File: config.mk
export PLATFORM = sky130hd
export DESIGN_NAME = cv32e40px_rf_wb_arbiter
export DESIGN_NICKNAME = d
export VERILOG_FILES = /design/src/rtl/cv32e40px_rf_wb_arbiter.sv
export SDC_FILE = /design/constraint.sdc
export NUM_CORES = 1
export LEC_CHECK = 0
export CAP_MARGIN = 20
export CELL_PAD_IN_SITES_DETAIL_PLACEMENT = 0
export CELL_PAD_IN_SITES_GLOBAL_PLACEMENT = 2
export CORE_MARGIN = 5
export CORE_UTILIZATION = 21
export CTS_CLUSTER_SIZE = 20
export DETAILED_ROUTE_END_ITERATION = 16
export PLACE_DENSITY_LB_ADDON = 0.1
export SYNTH_ARGS = -nofsm -noshare
export SYNTH_HDL_FRONTEND = slang
export SYNTH_SLANG_ARGS = --single-unit
File: constraint.sdc
create_clock -name clk -period 5.15 [get_ports clk]
set_clock_uncertainty 0.1 [all_clocks]
set_input_delay 1.03 -clock clk [delete_from_list [all_inputs] [get_ports clk]]
set_output_delay 1.03 -clock clk [all_outputs]
set_load 0.1 [all_outputs]
File: src/rtl/cv32e40px_rf_wb_arbiter.sv
// Round-robin write-back arbiter for register file port B. Registers the
// granted write; pair writes go out natively or as two back-to-back singles.
module cv32e40px_rf_wb_arbiter #(
   parameter int unsigned N_REQ       = 3,
   parameter int unsigned ADDR_WIDTH  = 6,
   parameter int unsigned DATA_WIDTH  = 32,
   parameter int unsigned X_DUALWRITE = 0
) (
   input  logic                                   clk,
   input  logic                                   rst,
   input  logic [N_REQ-1:0]                       req_valid_i,
   output logic [N_REQ-1:0]                       req_ready_o,
   input  logic [N_REQ-1:0][ADDR_WIDTH-1:0]       req_addr_i,
   input  logic [N_REQ-1:0]                       req_dual_i,
   input  logic [N_REQ-1:0][1:0][DATA_WIDTH-1:0]  req_data_i,
   output logic [ADDR_WIDTH-1:0]                  waddr_b_o,
   output logic [1:0][DATA_WIDTH-1:0]             wdata_b_o,
   output logic [1:0]                             we_b_o,
   output logic                                   busy_o,
   output logic                                   dual_err_o
);

   localparam int unsigned IDX_W = (N_REQ > 1) ? $clog2(N_REQ) : 1;

   typedef enum logic {IDLE, SPLIT} state_e;

   state_e                   state_q, state_d;
   logic [IDX_W-1:0]         rr_q, gnt_idx, rr_next;
   logic                     gnt_vld, hs;
   logic                     sel_dual, sel_even_dual, do_split;
   logic [ADDR_WIDTH-1:0]    sel_addr, split_addr_q;
   logic [1:0][DATA_WIDTH-1:0] sel_data;
   logic [DATA_WIDTH-1:0]    split_data_q;
   int unsigned              cand;

   // First valid requester scanning upward from rr_q, wrapping at N_REQ.
   always_comb begin
      gnt_vld = 1'b0;
      gnt_idx = '0;
      cand    = 0;
      for (int unsigned k = 0; k < N_REQ; k++) begin
         cand = 32'(rr_q) + k;
         if (cand >= N_REQ) cand = cand - N_REQ;
         if (!gnt_vld && req_valid_i[IDX_W'(cand)]) begin
            gnt_vld = 1'b1;
            gnt_idx = IDX_W'(cand);
         end
      end
   end

   assign hs            = gnt_vld && (state_q == IDLE) && !rst;
   assign sel_addr      = req_addr_i[gnt_idx];
   assign sel_data      = req_data_i[gnt_idx];
   assign sel_dual      = req_dual_i[gnt_idx];
   assign sel_even_dual = sel_dual && !sel_addr[0];
   assign do_split      = sel_even_dual && (X_DUALWRITE == 0);
   assign rr_next       = (32'(gnt_idx) == N_REQ - 1) ? '0 : gnt_idx + 1'b1;

   always_comb begin
      req_ready_o = '0;
      if (hs) req_ready_o[gnt_idx] = 1'b1;
   end

   always_comb begin
      state_d = state_q;
      case (state_q)
         IDLE:    if (hs && do_split) state_d = SPLIT;
         SPLIT:   state_d = IDLE;
         default: state_d = IDLE;
      endcase
   end

   always_ff @(posedge clk) begin
      if (rst) begin
         state_q      <= IDLE;
         rr_q         <= '0;
         we_b_o       <= 2'b00;
         waddr_b_o    <= '0;
         wdata_b_o    <= '0;
         dual_err_o   <= 1'b0;
         split_addr_q <= '0;
         split_data_q <= '0;
      end else begin
         state_q    <= state_d;
         we_b_o     <= 2'b00;
         dual_err_o <= 1'b0;
         if (state_q == SPLIT) begin
            waddr_b_o    <= split_addr_q;
            wdata_b_o[0] <= split_data_q;
            we_b_o       <= 2'b01;
         end else if (hs) begin
            rr_q         <= rr_next;
            waddr_b_o    <= sel_addr;
            wdata_b_o[0] <= sel_data[0];
            // Odd-based pairs degrade to a single write of data[0].
            dual_err_o   <= sel_dual && sel_addr[0];
            if (sel_even_dual && (X_DUALWRITE != 0)) begin
               wdata_b_o[1] <= sel_data[1];
               we_b_o       <= 2'b11;
            end else begin
               we_b_o       <= 2'b01;
            end
            if (do_split) begin
               split_addr_q <= sel_addr | ADDR_WIDTH'(1);
               split_data_q <= sel_data[1];
            end
         end
      end
   end

   assign busy_o = (we_b_o != 2'b00) || (state_q == SPLIT);

endmodule

==> summary.txt <==
Logic synthesis
  – Post-Syn Area: 0.00522 mm^2
  – Synth Warn #: 0
  – Yosys cell types: 49
  – Synthesized area per cell: 7.45 um^2
  – Synth Area in Compound Gates: between 20% and 30%
  – Predominant post-synthesis flop cell: dfxtp_1
  – Post-synthesis mux area share: 9.42%
  – Most numerous cell in the Yosys netlist: nand2_1
  – Register area share after synthesis: between 30% and 40%
  – Cells after Synth: roughly 700
  – Post-synth top area cell: dfxtp_1
  – Synth top area share: 31.1%
  – Post-Synth XOR/XNOR Area: 0%
  – Combinational family with the most area after synthesis: compound AO/OA/AOI/OAI gates
  – Yosys reg bits: 81
  – Cells taking the most area after synthesis: dfxtp_1 31%, nand2_1 9.2%, a221oi_1 5.2%
  – Async set-or-reset flop fraction in the synthesized netlist: 0%
  – Top cells by count, synth: 128 x nand2_1, 81 x dfxtp_1, 63 x nor2_1, 48 x clkbuf_1, 41 x a21oi_1
  – EDFF count, synth: 0
  – Simple-gate area share of the yosys netlist: a little over a fifth
  – Post-Synth Adder-Cell Area: less than 1%

GRT
  – Busiest layer in global routing: met2
  – Largest net degree at the start of global routing: 94
  – Antenna violations before repair: 2
  – M2 GR Usage: 25.3%
  – M3 GR Usage: 4.67%
  – Grt met1 use: 21.0%
  – First-pass GRT wire length: 34,900 um
  – Remaining global-route overflow: 0
  – Number of global-route vias before repair: 5,955
  – Gr usage total: 15.8%

Detailed routing
  – WL/cell: ~19 um
  – Vias/cell: around 4.6
  – DR iter-0 viols: slightly above 300
  – DR DRC count: 0
  – Routed Antenna Nets: 0
  – Vias: 5,791
  – Final wirelength: 23,200 um
  – First-pass iteration count of the detailed router: 7

Cells and area
  – Finished Core Util: between 30 and 40%
  – Area growth, synth to finish: 58.9%
  – Ant diodes: 0
  – Final #Nets: ~1,100
  – # fillers: 2,562
  – Layout cell share with drive strength beyond 1: 9.71%

Power and ir drop
  – Total power: 5.89 mW
  – Leak: roughly 3.2 nW
  – IR drop worst, VDD: 353 uV
  – Power Density: 710 mW/mm^2

Die
  – Die Footprint: 0.0281 mm^2
  – Site row count: 57
  – Starting Density: 21.4%
  – Die Y: ~170 um
  – Die width: 168 um
  – Top-Level Pins: 295
  – Core region area: between 0.02 and 0.025 mm^2

Clock network
  – Clk_lat worst skew: between 0.3 and 0.4 ns
  – Hold_buf cts: 0
  – Clk slew on worst S/H paths: 0.06 ns
  – Root Driver: clkbuf_16
  – CTS buffer count: 9
  – Postcts setup bufs: 0
  – Maximum clock path buffer count: 2
  – CTS tree: done
  – Htree depth: 3
  – CTS resizes: 0
  – # clock sinks: 81

Critical path
  – Critical path endpoint category: output port
  – Startpoint class of the critical path: input port
  – Crit path required time: 4.02 ns
  – CP Max Fanout: 39
  – Critical path arrival: 3.35 ns
  – Critical path class: input port to output port

Placed design
  – PortBufs: 261
  – GPL Wtd Cong: 0.854
  – Dpl hpwl: around 17,000 um

Run
  – Maxcap violations: 0

Timing
  – Fmax: 223 MHz
  – Final Max Slew Viols: 0
  – Worst-Margin Slew: 1.08 ns
  – RSZ-0062 raised after global routing: no
  – Final min period: 4.48 ns
  – WHS: 0.363 ns
  – Final Hold Vio Count: 0
  – Final TNS setup: 0 ns
  – Slew HR: 27.9%
  – Crit share post-route: 87.0%
  – Final setup viols: 0

Run status
  – Outcome: finished clean

Worst hold path
  – Min-Delay Path Class: flip-flop to flip-flop
-- power breakdown --
| group | internal, mW | leakage (nW) | switching [mW] | total [mW] |
|---|---|---|---|---|
| logic | 1.43 | 2.41 | 2.77 | 4.20 |
| registers | 0.865 | 0.668 | 0.152 | 1.02 |
| clock network | 0.415 | 0.153 | 0.258 | 0.673 |
-- worst paths after layout --
path	from	to	slack, ns	cells past startpoint
worst min register to register	split_addr_q[0]	split_addr_q[0]	0.36	2
worst max register to register	rr_q[1]	wdata_b_o[25]	1.46	10
worst min-delay path	split_addr_q[0]	split_addr_q[0]	0.36	2
worst max-delay path	req_valid_i[2]	req_ready_o[2]	0.67	7
-- cell usage in the layout (no fill, tap or decap), types with 7 or more instances in the layout --
cell | synthesis | layout
buf_4 | 34 | 9
nor2_1 | 63 | 62
mux2_2 | 24 | 24
a21o_1 | 7 | 7
clkbuf_16 | 0 | 9
nor2b_1 | 14 | 14
nand2_1 | 128 | 127
a31oi_1 | 33 | 33
a31o_2 | 21 | 21
o21ai_0 | 33 | 33
inv_1 | 32 | 32
nand3_1 | 17 | 17
a21oi_1 | 41 | 41
clkdlybuf4s50_1 | 0 | 257
mux2i_1 | 8 | 8
nand2b_1 | 8 | 8
dfxtp_1 | 81 | 80
a221oi_1 | 31 | 31
conb_1 | 1 | 33
-- metal layers --
metal | vias to the layer above | routed length (um)
met5 | - | 32
met4 | 4 | 240
met3 | 18 | 1850
met2 | 232 | 10600
met1 | 2699 | 10500
li1 | 2838 | -
-- kinds of logic after synthesis --
| family | count (synthesis) |
|---|---|
| AND/OR/NAND/NOR | 254 |
| AO/OA/AOI/OAI | 194 |
| buffers and inverters | 124 |
| flip-flops | 81 |
| multiplexers | 43 |
| adder cells (fa/ha/maj) | 4 |
| other | 1 |
-- registers in the layout, indices dropped and copies added, names as in the netlist --
signal	cells
split_addr_q	6
we_b_o	1
state_q	1
waddr_b_o	6
split_data_q	32
dual_err_o	1
rr_q	2
wdata_b_o	32
-- worst max-delay path: stages --
cell and delay (ns):
clkdlybuf4s50_1 0.59, mux2i_1 0.13, o21ai_1 0.33, o211ai_2 0.18, and2_4 0.32, nor2_1 0.50
buf_12 0.25
-- area by class of cell --
type / count / area [um^2] / share of cell area [%]
clock buffer: 14 / 274 / 3.30
clock inverter: 2 / 35.0 / 0.422
inverter: 32 / 120 / 1.45
multi-input combinational: 528 / 3130 / 37.7
sequential: 81 / 1630 / 19.6
tap: 324 / 405 / 4.89
timing repair buffer: 270 / 2710 / 32.6
-- per-stage QoR --
step,std cells,setup WS [ns],cell area [um^2]
final,1251,0.671,8290
after global routing,1251,0.528,8290
after CTS,1251,0.710,8290
after detailed placement,1235,0.710,7980
after global placement,1235,0.758,7980
after floorplan,733,0.572,5350
(Power assumes the default switching activity.)
